[config.mk]
export PLATFORM = sky130hd
export DESIGN_NAME = an_sec_decoder_seq
export DESIGN_NICKNAME = d
export VERILOG_FILES = /design/src/rtl/an_sec_decoder_seq.sv
export SDC_FILE = /design/constraint.sdc
export NUM_CORES = 1
export LEC_CHECK = 0
export ABC_CLOCK_PERIOD_IN_PS = 5000
export BUFFER_PORTS_ARGS = -buffer_cell sky130_fd_sc_hd__buf_2
export CELL_PAD_IN_SITES_DETAIL_PLACEMENT = 0
export CELL_PAD_IN_SITES_GLOBAL_PLACEMENT = 1
export CORE_MARGIN = 2
export CORE_UTILIZATION = 52
export CTS_BUF_LIST = sky130_fd_sc_hd__clkbuf_8
export CTS_CLUSTER_DIAMETER = 200
export DETAILED_ROUTE_END_ITERATION = 12
export HOLD_SLACK_MARGIN = 0.08
export MAX_ROUTING_LAYER = met4
export PLACE_DENSITY_LB_ADDON = 0.15
export SYNTH_ARGS = -nofsm -noshare
export SYNTH_HDL_FRONTEND = slang
export SYNTH_SLANG_ARGS = --single-unit
export TNS_END_PERCENT = 1
[constraint.sdc]
create_clock -name clk -period 5 [get_ports clk]
set_input_delay 1 -clock clk [delete_from_list [all_inputs] [get_ports clk]]
set_output_delay 1 -clock clk [all_outputs]
set_load 0.01 [all_outputs]
[src/rtl/an_sec_decoder_seq.sv]
// an_sec_decoder_seq: sequential AN-code single-error-correcting decoder.
// A received codeword W = A*N +/- 2^k is divided by A with a bit-serial
// restoring divider. A non-zero residue r is then matched against +/-(2^k mod A)
// one k per cycle, and the quotient is corrected by the matching 2^k div A term.
// Handshaked on both sides: one codeword in flight, result held until accepted.
// Optional macro AN_SEC_STATS_EN adds saturating corrected/uncorrectable
// counters (cnt_corr, cnt_uncorr) with a synchronous clear input (stats_clr).
module an_sec_decoder_seq #(
    parameter int A      = 83,
    parameter int A_BITS = 7,
    parameter int W_BITS = 36,
    parameter int N_BITS = 29,
    parameter int K_MAX  = 41,
    localparam int POS_W = (K_MAX > 1) ? $clog2(K_MAX) : 1
) (
    input  logic              clk,
    input  logic              rst_n,
    input  logic              in_valid,
    output logic              in_ready,
    input  logic [W_BITS-1:0] in_w,
    output logic              out_valid,
    input  logic              out_ready,
    output logic [N_BITS-1:0] out_n,
    output logic              out_err,
    output logic              out_sign,
    output logic [POS_W-1:0]  out_pos,
`ifdef AN_SEC_STATS_EN
    input  logic              stats_clr,
    output logic [15:0]       cnt_corr,
    output logic [15:0]       cnt_uncorr,
`endif
    output logic              out_uncorr
);

    localparam int CNT_W = $clog2(W_BITS + 1);
    localparam logic [CNT_W-1:0]  DIV_LAST = CNT_W'(W_BITS - 1);
    localparam logic [A_BITS:0]   A_X      = (A_BITS + 1)'(A);
    localparam logic [POS_W-1:0]  K_LAST   = POS_W'(K_MAX - 1);

    typedef enum logic [2:0] {
        S_IDLE = 3'd0,
        S_DIV  = 3'd1,
        S_CHK  = 3'd2,
        S_SRCH = 3'd3,
        S_DONE = 3'd4
    } state_t;

    state_t              state_q, state_d;
    logic [W_BITS-1:0]   w_q, w_d;        // dividend, shifted out MSB first
    logic [N_BITS-1:0]   q_q, q_d;        // quotient, only the low N_BITS kept
    logic [A_BITS-1:0]   rem_q, rem_d;    // partial remainder / final residue
    logic [CNT_W-1:0]    cnt_q, cnt_d;    // division step counter
    logic [A_BITS-1:0]   p_q, p_d;        // 2^k mod A
    logic [W_BITS-1:0]   m_q, m_d;        // 2^k div A
    logic [POS_W-1:0]    k_q, k_d;        // current error position under test
    logic                in_ready_q, in_ready_d;
    logic                out_valid_q, out_valid_d;
    logic [N_BITS-1:0]   out_n_q, out_n_d;
    logic                out_err_q, out_err_d;
    logic                out_sign_q, out_sign_d;
    logic [POS_W-1:0]    out_pos_q, out_pos_d;
    logic                out_uncorr_q, out_uncorr_d;
`ifdef AN_SEC_STATS_EN
    logic [15:0]         cnt_corr_q, cnt_corr_d;
    logic [15:0]         cnt_uncorr_q, cnt_uncorr_d;
`endif

    // Restoring division step: shift in the next dividend bit, subtract A if it fits.
    logic [A_BITS:0]     rem_sh_s;
    logic                div_ge_s;
    logic [A_BITS-1:0]   rem_diff_s;
    logic [A_BITS-1:0]   rem_nx_s;

    assign rem_sh_s   = {rem_q, w_q[W_BITS-1]};
    assign div_ge_s   = (rem_sh_s >= A_X);
    assign rem_diff_s = rem_sh_s[A_BITS-1:0] - A_X[A_BITS-1:0];
    assign rem_nx_s   = div_ge_s ? rem_diff_s : rem_sh_s[A_BITS-1:0];

    // Residue search terms: hit tests and the doubling step for 2^(k+1).
    logic                pos_hit_s;
    logic                neg_hit_s;
    logic [A_BITS:0]     p2_s;
    logic                p2_ge_s;
    logic [A_BITS-1:0]   p_sub_s;

    assign pos_hit_s = (rem_q == p_q);
    assign neg_hit_s = (({1'b0, rem_q} + {1'b0, p_q}) == A_X);
    assign p2_s      = {p_q, 1'b0};
    assign p2_ge_s   = (p2_s >= A_X);
    assign p_sub_s   = p2_s[A_BITS-1:0] - A_X[A_BITS-1:0];

    // Corrected-operand candidates in W_BITS+1 bits with range checks.
    logic [W_BITS:0]     q_x_s;
    logic [W_BITS:0]     m_x_s;
    logic [W_BITS:0]     sub_s;
    logic [W_BITS:0]     add_s;
    logic                sub_ok_s;
    logic                add_ok_s;

    assign q_x_s    = {(W_BITS + 1 - N_BITS)'(0), q_q};
    assign m_x_s    = {1'b0, m_q};
    assign sub_s    = q_x_s - m_x_s;
    assign add_s    = q_x_s + m_x_s + (W_BITS + 1)'(1);
    assign sub_ok_s = (m_x_s <= q_x_s) && (sub_s[W_BITS:N_BITS] == '0);
    assign add_ok_s = (add_s[W_BITS:N_BITS] == '0);

    // Next-state and next-output computation for the decoder FSM.
    always_comb begin
        state_d      = state_q;
        w_d          = w_q;
        q_d          = q_q;
        rem_d        = rem_q;
        cnt_d        = cnt_q;
        p_d          = p_q;
        m_d          = m_q;
        k_d          = k_q;
        out_valid_d  = out_valid_q;
        out_n_d      = out_n_q;
        out_err_d    = out_err_q;
        out_sign_d   = out_sign_q;
        out_pos_d    = out_pos_q;
        out_uncorr_d = out_uncorr_q;

        case (state_q)
            S_IDLE: begin
                if (in_valid && in_ready_q) begin
                    w_d     = in_w;
                    q_d     = '0;
                    rem_d   = '0;
                    cnt_d   = '0;
                    p_d     = '0;
                    m_d     = '0;
                    k_d     = '0;
                    state_d = S_DIV;
                end else begin
                    state_d = S_IDLE;
                end
            end
            S_DIV: begin
                w_d   = {w_q[W_BITS-2:0], 1'b0};
                q_d   = {q_q[N_BITS-2:0], div_ge_s};
                rem_d = rem_nx_s;
                if (cnt_q == DIV_LAST) begin
                    state_d = S_CHK;
                end else begin
                    cnt_d = cnt_q + CNT_W'(1);
                end
            end
            S_CHK: begin
                if (rem_q == '0) begin
                    out_n_d      = q_q;
                    out_err_d    = 1'b0;
                    out_sign_d   = 1'b0;
                    out_pos_d    = '0;
                    out_uncorr_d = 1'b0;
                    out_valid_d  = 1'b1;
                    state_d      = S_DONE;
                end else begin
                    p_d     = A_BITS'(1);
                    m_d     = '0;
                    k_d     = '0;
                    state_d = S_SRCH;
                end
            end
            S_SRCH: begin
                if (pos_hit_s || neg_hit_s) begin
                    // A hit whose corrected value falls outside N_BITS is reported as uncorrectable.
                    if (pos_hit_s ? sub_ok_s : add_ok_s) begin
                        out_n_d      = pos_hit_s ? sub_s[N_BITS-1:0] : add_s[N_BITS-1:0];
                        out_err_d    = 1'b1;
                        out_sign_d   = !pos_hit_s;
                        out_pos_d    = k_q;
                        out_uncorr_d = 1'b0;
                    end else begin
                        out_n_d      = q_q;
                        out_err_d    = 1'b0;
                        out_sign_d   = 1'b0;
                        out_pos_d    = '0;
                        out_uncorr_d = 1'b1;
                    end
                    out_valid_d = 1'b1;
                    state_d     = S_DONE;
                end else if (k_q == K_LAST) begin
                    out_n_d      = q_q;
                    out_err_d    = 1'b0;
                    out_sign_d   = 1'b0;
                    out_pos_d    = '0;
                    out_uncorr_d = 1'b1;
                    out_valid_d  = 1'b1;
                    state_d      = S_DONE;
                end else begin
                    p_d = p2_ge_s ? p_sub_s : p2_s[A_BITS-1:0];
                    m_d = {m_q[W_BITS-2:0], p2_ge_s};
                    k_d = k_q + POS_W'(1);
                end
            end
            S_DONE: begin
                if (out_ready) begin
                    out_valid_d = 1'b0;
                    state_d     = S_IDLE;
                end else begin
                    state_d = S_DONE;
                end
            end
            default: begin
                out_valid_d = 1'b0;
                state_d     = S_IDLE;
            end
        endcase

        in_ready_d = (state_d == S_IDLE);
    end

`ifdef AN_SEC_STATS_EN
    // Saturating diagnostics counters; a clear overrides a same-cycle increment.
    always_comb begin
        cnt_corr_d   = cnt_corr_q;
        cnt_uncorr_d = cnt_uncorr_q;
        if (stats_clr) begin
            cnt_corr_d   = '0;
            cnt_uncorr_d = '0;
        end else if (out_valid_q && out_ready) begin
            if (out_err_q && (cnt_corr_q != 16'hFFFF)) begin
                cnt_corr_d = cnt_corr_q + 16'd1;
            end else begin
                cnt_corr_d = cnt_corr_q;
            end
            if (out_uncorr_q && (cnt_uncorr_q != 16'hFFFF)) begin
                cnt_uncorr_d = cnt_uncorr_q + 16'd1;
            end else begin
                cnt_uncorr_d = cnt_uncorr_q;
            end
        end else begin
            cnt_corr_d   = cnt_corr_q;
            cnt_uncorr_d = cnt_uncorr_q;
        end
    end
`endif

    // State and registered outputs; asynchronous reset aborts any decode in flight.
    always_ff @(posedge clk or negedge rst_n) begin
        if (!rst_n) begin
            state_q      <= S_IDLE;
            w_q          <= '0;
            q_q          <= '0;
            rem_q        <= '0;
            cnt_q        <= '0;
            p_q          <= '0;
            m_q          <= '0;
            k_q          <= '0;
            in_ready_q   <= 1'b0;
            out_valid_q  <= 1'b0;
            out_n_q      <= '0;
            out_err_q    <= 1'b0;
            out_sign_q   <= 1'b0;
            out_pos_q    <= '0;
            out_uncorr_q <= 1'b0;
`ifdef AN_SEC_STATS_EN
            cnt_corr_q   <= '0;
            cnt_uncorr_q <= '0;
`endif
        end else begin
            state_q      <= state_d;
            w_q          <= w_d;
            q_q          <= q_d;
            rem_q        <= rem_d;
            cnt_q        <= cnt_d;
            p_q          <= p_d;
            m_q          <= m_d;
            k_q          <= k_d;
            in_ready_q   <= in_ready_d;
            out_valid_q  <= out_valid_d;
            out_n_q      <= out_n_d;
            out_err_q    <= out_err_d;
            out_sign_q   <= out_sign_d;
            out_pos_q    <= out_pos_d;
            out_uncorr_q <= out_uncorr_d;
`ifdef AN_SEC_STATS_EN
            cnt_corr_q   <= cnt_corr_d;
            cnt_uncorr_q <= cnt_uncorr_d;
`endif
        end
    end

    assign in_ready   = in_ready_q;
    assign out_valid  = out_valid_q;
    assign out_n      = out_n_q;
    assign out_err    = out_err_q;
    assign out_sign   = out_sign_q;
    assign out_pos    = out_pos_q;
    assign out_uncorr = out_uncorr_q;
`ifdef AN_SEC_STATS_EN
    assign cnt_corr   = cnt_corr_q;
    assign cnt_uncorr = cnt_uncorr_q;
`endif

endmodule

==> key figures, run 1 <==
Outcome
  – Status: complete, no violations

Min path
  – Worst Hold Depth: 2
  – Hold endpoint: out_n[8]$_DFFE_PN0P_
  – Hold path start: out_n[8]$_DFFE_PN0P_
  – HP Class: register to register

Critical path
  – R2R cell count: 13
  – Startpoint Class: register
  – Cell mode on critical path: nand2_1
  – Worst r2r src: q_q[6]$_DFFE_PN0P_
  – Kind of critical path: register to register
  – Critical Path Fanout Max: 48
  – Worst R2R End: out_n[9]$_DFFE_PN0P_
  – Critical Path Max Stage Delay: 0.80 ns
  – Slowest CP cell: nor4_1
  – CP Depth: 13
  – WP buf/inv: 1
  – Setup slack, reg-to-reg: 0.62 ns
  – Worst EP required: 5.38 ns
  – Top delay family on crit path: compound AO/OA/AOI/OAI gates
  – Worst-path cell chain: ha_1, nor4_1, nand2_1, a21oi_1, a2111oi_4, o311ai_1, nand2_1, mux2i_1, nor2_1, a31oi_4, buf_12, nand3_1, o311ai_0
  – Arrival @ worst endpoint: 4.76 ns
  – Setup crit end kind: register

CTS
  – Postcts setup bufs: 0
  – Clk sink count: 170
  – Clk pin slew, worst setup/hold paths: 0.11 ns
  – Clock tree buffer depth: 2
  – Worst-skew pair later-pin latency: 0.49 ns
  – CTS H-tree depth: 4
  – Hold Buf Count CTS: 0
  – CTS buffer count: 17
  – Root Driver: clkbuf_8
  – TritonCTS clock tree: built
  – Post-CTS Resized: 0

Floorplan
  – Die H: 154.0 um
  – Die area: 23730 um^2
  – Die X-Extent: 154.0 um
  – Num ports: 80
  – Rows: 54
  – Core area: 21960 um^2
  – Initial Utilization: 0.5331

GRT
  – Vias in the first global route: 10210
  – Largest net degree at the start of global routing: 102
  – Total track usage: 0.2963
  – GRT overflow: 0
  – First-pass GRT wire length: 54940 um
  – Initial antenna violation count: 0

Layout
  – P&R area growth vs syn: 8.113%
  – # fillers: 2082
  – Final Non-Filler Cells: 1736
  – Layout Utilization: 0.5764
  – Antenna cells: 0
  – Nets: 1556
  – Share of layout cells above drive strength 1: 0.1065
  – Design area: 12660 um^2

Timing
  – Final Hold Viols: 0
  – Fmax: 228.6 MHz
  – Final setup vio count: 0
  – Slew Viols, Final: 0
  – Final min period: 4.375 ns
  – RSZ-0062 raised after global routing: no
  – Relative slew margins: 0.2901
  – Slew at the pin closest to its max-slew limit: 1.065 ns
  – Post-route clock skew: 0.01589 ns
  – Setup TNS: 0 ns
  – Fin crit share: 0.8750

Drt
  – Antenna viol nets, final: 0
  – WL per Instance: 19.12 um
  – Vias: 10540
  – Vias/cell: 6.069
  – DRT Pass-1 Iters: 5
  – Number of DRC markers in iteration 0: 813
  – Final WL: 33200 um
  – DRC violations left: 0

Synth
  – Async SR Flop Fraction: 1.000
  – Ys Warns: 0
  – Mapped Cells: 1423
  – Synth top cells by count: nand2_1, dfrtp_1, o21ai_0
  – Post-synth top flop: dfrtp_1
  – Top post-synthesis cells by area: dfrtp_1, nand2_1, ha_1, o21ai_0, mux2i_1
  – Yosys top cell area share: 0.3634
  – Yosys cell types: 77
  – Cell taking the most area after synthesis: dfrtp_1
  – Syn avg cell area: 8.226 um^2
  – Post-synth EDFFs: 0
  – Synth Net Count: 1536
  – Register area share after synthesis: 0.3634
  – Seq cells post-synth: 170
  – Synth Cell Area: 11710 um^2
  – Count leader, synth: nand2_1

Placement
  – Routability cong.: 0.9510
  – Placed Cells: 1704
  – Placed wire-length estimate: 23160 um
  – Dpl cell area: 12260 um^2
  – Count of port buffers added during placement: 79

Power
  – Maximum vdd ir drop: 493.6 uV
  – Pwr Density: 503.0 nW/um^2
  – Leak: 5.777 nW

Run
  – Max cap viols: 0
worst max path at each step:
stage	startpoint	to
after floorplan	q_q[3]$_DFFE_PN0P_	out_n[25]$_DFFE_PN0P_
after global placement	q_q[6]$_DFFE_PN0P_	out_n[20]$_DFFE_PN0P_
after detailed placement	q_q[6]$_DFFE_PN0P_	out_n[1]$_DFFE_PN0P_
after CTS	q_q[6]$_DFFE_PN0P_	out_n[1]$_DFFE_PN0P_
after global routing	q_q[6]$_DFFE_PN0P_	out_n[1]$_DFFE_PN0P_
final	q_q[6]$_DFFE_PN0P_	out_n[9]$_DFFE_PN0P_
kinds of logic (layout without fill, tap and decap cells):
kind of cell / count (synthesis) / after routing / synth area share
buffers and inverters: 166 / 199 / 0.05654
XOR/XNOR: 44 / 44 / 0.03292
multiplexers: 46 / 46 / 0.03944
flip-flops: 170 / 170 / 0.3634
adder cells (fa/ha/maj): 73 / 73 / 0.07995
AND/OR/NAND/NOR: 544 / 544 / 0.2167
AO/OA/AOI/OAI: 380 / 380 / 0.2111
layout make-up:
type | count | area [um^2] | area share
inverters | 70 | 262.8 | 0.02076
repair buffers | 97 | 574.3 | 0.04538
clock inverters | 15 | 158.9 | 0.01256
well taps | 280 | 350.3 | 0.02768
multi-input cells | 1087 | 6822 | 0.5390
clock buffers | 17 | 234.0 | 0.01849
flip-flops and latches | 170 | 4254 | 0.3361
worst min-delay path: cells and delay by family (launching register included):
kind / cells / cell delay [ns]
AND/OR/NAND/NOR: 2 / 0.10
flip-flops: 1 / 0.35
cells in the final DEF, fill, tap and decap left out, types with 22 or more instances in the layout:
cell type    n
buf_2       78
o21ai_0    118
ha_1        70
dfrtp_1    170
nand3_1     59
o31ai_1     56
nor3_1      22
or3_1       23
nand2_1    242
nor2_1      87
mux2i_1     45
a21oi_1     82
xnor2_1     34
inv_1       68
state kept, by name, indices dropped and copies added (netlist names):
name,cells
in_ready,1
cnt_q,6
rem_q,7
out_pos,6
out_valid,1
out_sign,1
state_q,3
w_q,36
p_q,7
out_err,1
q_q,29
k_q,6
m_q,36
out_uncorr,1
out_n,29
through the flow:
step           total power, W  setup WS [ns]  hold slack, ns
2_1_floorplan        0.004395          1.756          0.4492
3_3_place_gp         0.005301         0.6760          0.4580
3_5_place_dp         0.005322         0.6500          0.4629
4_1_cts              0.006344         0.6632          0.4880
5_1_grt              0.006883         0.3627          0.5095
6_report             0.006365         0.6249          0.4817
report_power, final:
part,switching (W),total [W],internal (W)
Combinational,0.00217,0.00336,0.00119
Clock,0.000623,0.000998,0.000374
Sequential,0.000313,0.00201,0.00170
routing by layer:
layer	track usage	wire length [um]
met1	0.4239	15900
met2	0.4480	15010
met3	0.04087	1763
met4	0.07032	519
met5	-	0
No activity file was read; power rests on OpenSTA's default activity.
==> inputs of run 2 (changes only) <==
Settings changed: BUFFER_PORTS_ARGS -buffer_cell sky130_fd_sc_hd__buf_2 to unset, CORE_UTILIZATION 52 to 54, DONT_BUFFER_PORTS set to 1.
==> key figures, run 2 (synthesis gave the netlist of run 1 again) <==
Outcome
  – Status: complete, no violations

GRT
  – Total track usage: 0.2974
  – First-pass GRT wire length: 51890 um
  – Initial antenna violation count: 0
  – Vias in the first global route: 9715
  – Largest net degree at the start of global routing: 171
  – GRT overflow: 0

Critical path
  – Setup crit end kind: register
  – Startpoint Class: register
  – Slowest CP cell: nor4_1
  – Cell mode on critical path: nand2_1
  – Worst-path cell chain: ha_1, nor4_1, nand2_1, a21oi_1, a2111oi_4, o311ai_1, nand2_1, mux2i_1, nor2_1, a31oi_4, buf_4, nand3_1, o311ai_0
  – Critical Path Max Stage Delay: 0.71 ns
  – Worst EP required: 5.35 ns
  – Critical Path Fanout Max: 17
  – Kind of critical path: register to register
  – Arrival @ worst endpoint: 4.90 ns

CTS
  – Worst-skew pair later-pin latency: 0.49 ns
  – CTS buffer count: 17
  – Clk pin slew, worst setup/hold paths: 0.12 ns
  – Post-CTS Resized: 0
  – TritonCTS clock tree: built
  – Clock tree buffer depth: 2
  – Postcts setup bufs: 0
  – Root Driver: clkbuf_8
  – Clk sink count: 170
  – CTS H-tree depth: 4
  – Hold Buf Count CTS: 0

Placement
  – Routability cong.: 0.9758
  – Dpl cell area: 11840 um^2
  – Placed wire-length estimate: 22910 um
  – Count of port buffers added during placement: 0

Floorplan
  – Die H: 151.2 um
  – Initial Utilization: 0.5534
  – Core area: 21150 um^2
  – Rows: 53
  – Die area: 22870 um^2
  – Die X-Extent: 151.2 um
  – Num ports: 80

Timing
  – Fmax: 219.7 MHz
  – RSZ-0062 raised after global routing: no
  – Fin crit share: 0.9103
  – Setup TNS: 0 ns
  – Post-route clock skew: 0.02494 ns
  – Final Hold Viols: 0
  – Slew at the pin closest to its max-slew limit: 0.7927 ns
  – Final min period: 4.551 ns
  – Final setup vio count: 0
  – Slew Viols, Final: 0
  – Relative slew margins: 0.4670

Layout
  – P&R area growth vs syn: 4.585%
  – Top flop regs: m_q x36, w_q x36
  – Most common cell after layout, fill and taps aside: nand2_1
  – Share of layout cells above drive strength 1: 0.05656
  – Design area: 12240 um^2
  – Nets: 1479
  – # fillers: 1959
  – Most frequent cells in the layout: nand2_1, dfrtp_1, o21ai_0
  – Antenna cells: 0

Drt
  – DRT Pass-1 Iters: 8
  – Top Metal Used: met4
  – DRT met1 WL: 14970 um
  – Antenna viol nets, final: 0
  – Vias/cell: 6.213
  – Vias: 10280
  – DR WL met3: 2062 um
  – Final WL: 32260 um
  – DR WL met2: 14260 um
  – DRC violations left: 0
  – WL per Instance: 19.50 um
  – Number of DRC markers in iteration 0: 855

Min path
  – HP Class: input port to async pin

Power
  – Pwr Density: 514.6 nW/um^2
  – Leak: 5.398 nW
  – Maximum vdd ir drop: 284.6 uV

Run
  – Max cap viols: 0
==> run 2: cell type report <==
| class | count | area [um^2] | share of cell area |
|---|---|---|---|
| clock inverters | 14 | 151.4 | 0.01237 |
| flip-flops and latches | 170 | 4254 | 0.3475 |
| multi-input cells | 1087 | 6820 | 0.5571 |
| well taps | 275 | 344.1 | 0.02810 |
| clock buffers | 18 | 247.7 | 0.02024 |
| repair buffers | 20 | 162.7 | 0.01329 |
| inverters | 70 | 262.8 | 0.02146 |
==> run 2: layer usage <==
layer  vias to the layer above  global-route usage
li1                       4954                   -
met1                      4914              0.4062
met2                       330              0.4486
met3                        78             0.05542
met4                         0             0.09579
met5                         -                   -
==> run 2: worst paths after layout <==
| kind | start | to | slack, ns | cells past startpoint |
|---|---|---|---|---|
| setup / recovery | q_q[6]$_DFFE_PN0P_ | out_n[1]$_DFFE_PN0P_ | 0.45 | 13 |
| setup reg to reg | q_q[6]$_DFFE_PN0P_ | out_n[1]$_DFFE_PN0P_ | 0.45 | 13 |
| hold / removal | rst_n | out_n[18]$_DFFE_PN0P_ | 0.20 | 0 |
| max in group asynchronous | rst_n | q_q[28]$_DFFE_PN0P_ | 4.44 | 0 |
| min in group clk | w_q[28]$_DFFE_PN0P_ | w_q[29]$_DFFE_PN0P_ | 0.48 | 2 |
| hold reg to reg | w_q[28]$_DFFE_PN0P_ | w_q[29]$_DFFE_PN0P_ | 0.48 | 2 |
==> run 2: stage by stage <==
step / setup WS [ns] / instances / power [W] / utilization / hold slack [ns]
floorplan: 1.756 / 1423 / 0.004395 / - / 0.4492
global placement: 0.6057 / 1622 / 0.005236 / 0.5599 / 0.4562
detailed placement: 0.6308 / 1622 / 0.005252 / 0.5599 / 0.4700
CTS: 0.5700 / 1654 / 0.006281 / 0.5788 / 0.1719
global route: 0.2463 / 1654 / 0.006775 / 0.5788 / 0.1720
finish: 0.4487 / 1654 / 0.006300 / 0.5788 / 0.1972
==> run 2: worst max-delay path, delay by kind of cell, from the launching register on <==
| family | cells | cell delay, ns |
|---|---|---|
| DFF | 1 | 0.46 |
| muxes | 1 | 0.44 |
| and+or+nand+nor | 5 | 1.28 |
| buffers and inverters | 1 | 0.29 |
| adders and majority gates | 1 | 0.47 |
| AOI/OAI and AO/OA | 5 | 1.47 |
==> run 2: power by group <==
part / internal (W) / switching (W)
Combinational: 0.00112 / 0.00211
Clock: 0.000387 / 0.000622
Sequential: 0.00170 / 0.000369
Total: 0.00320 / 0.00310
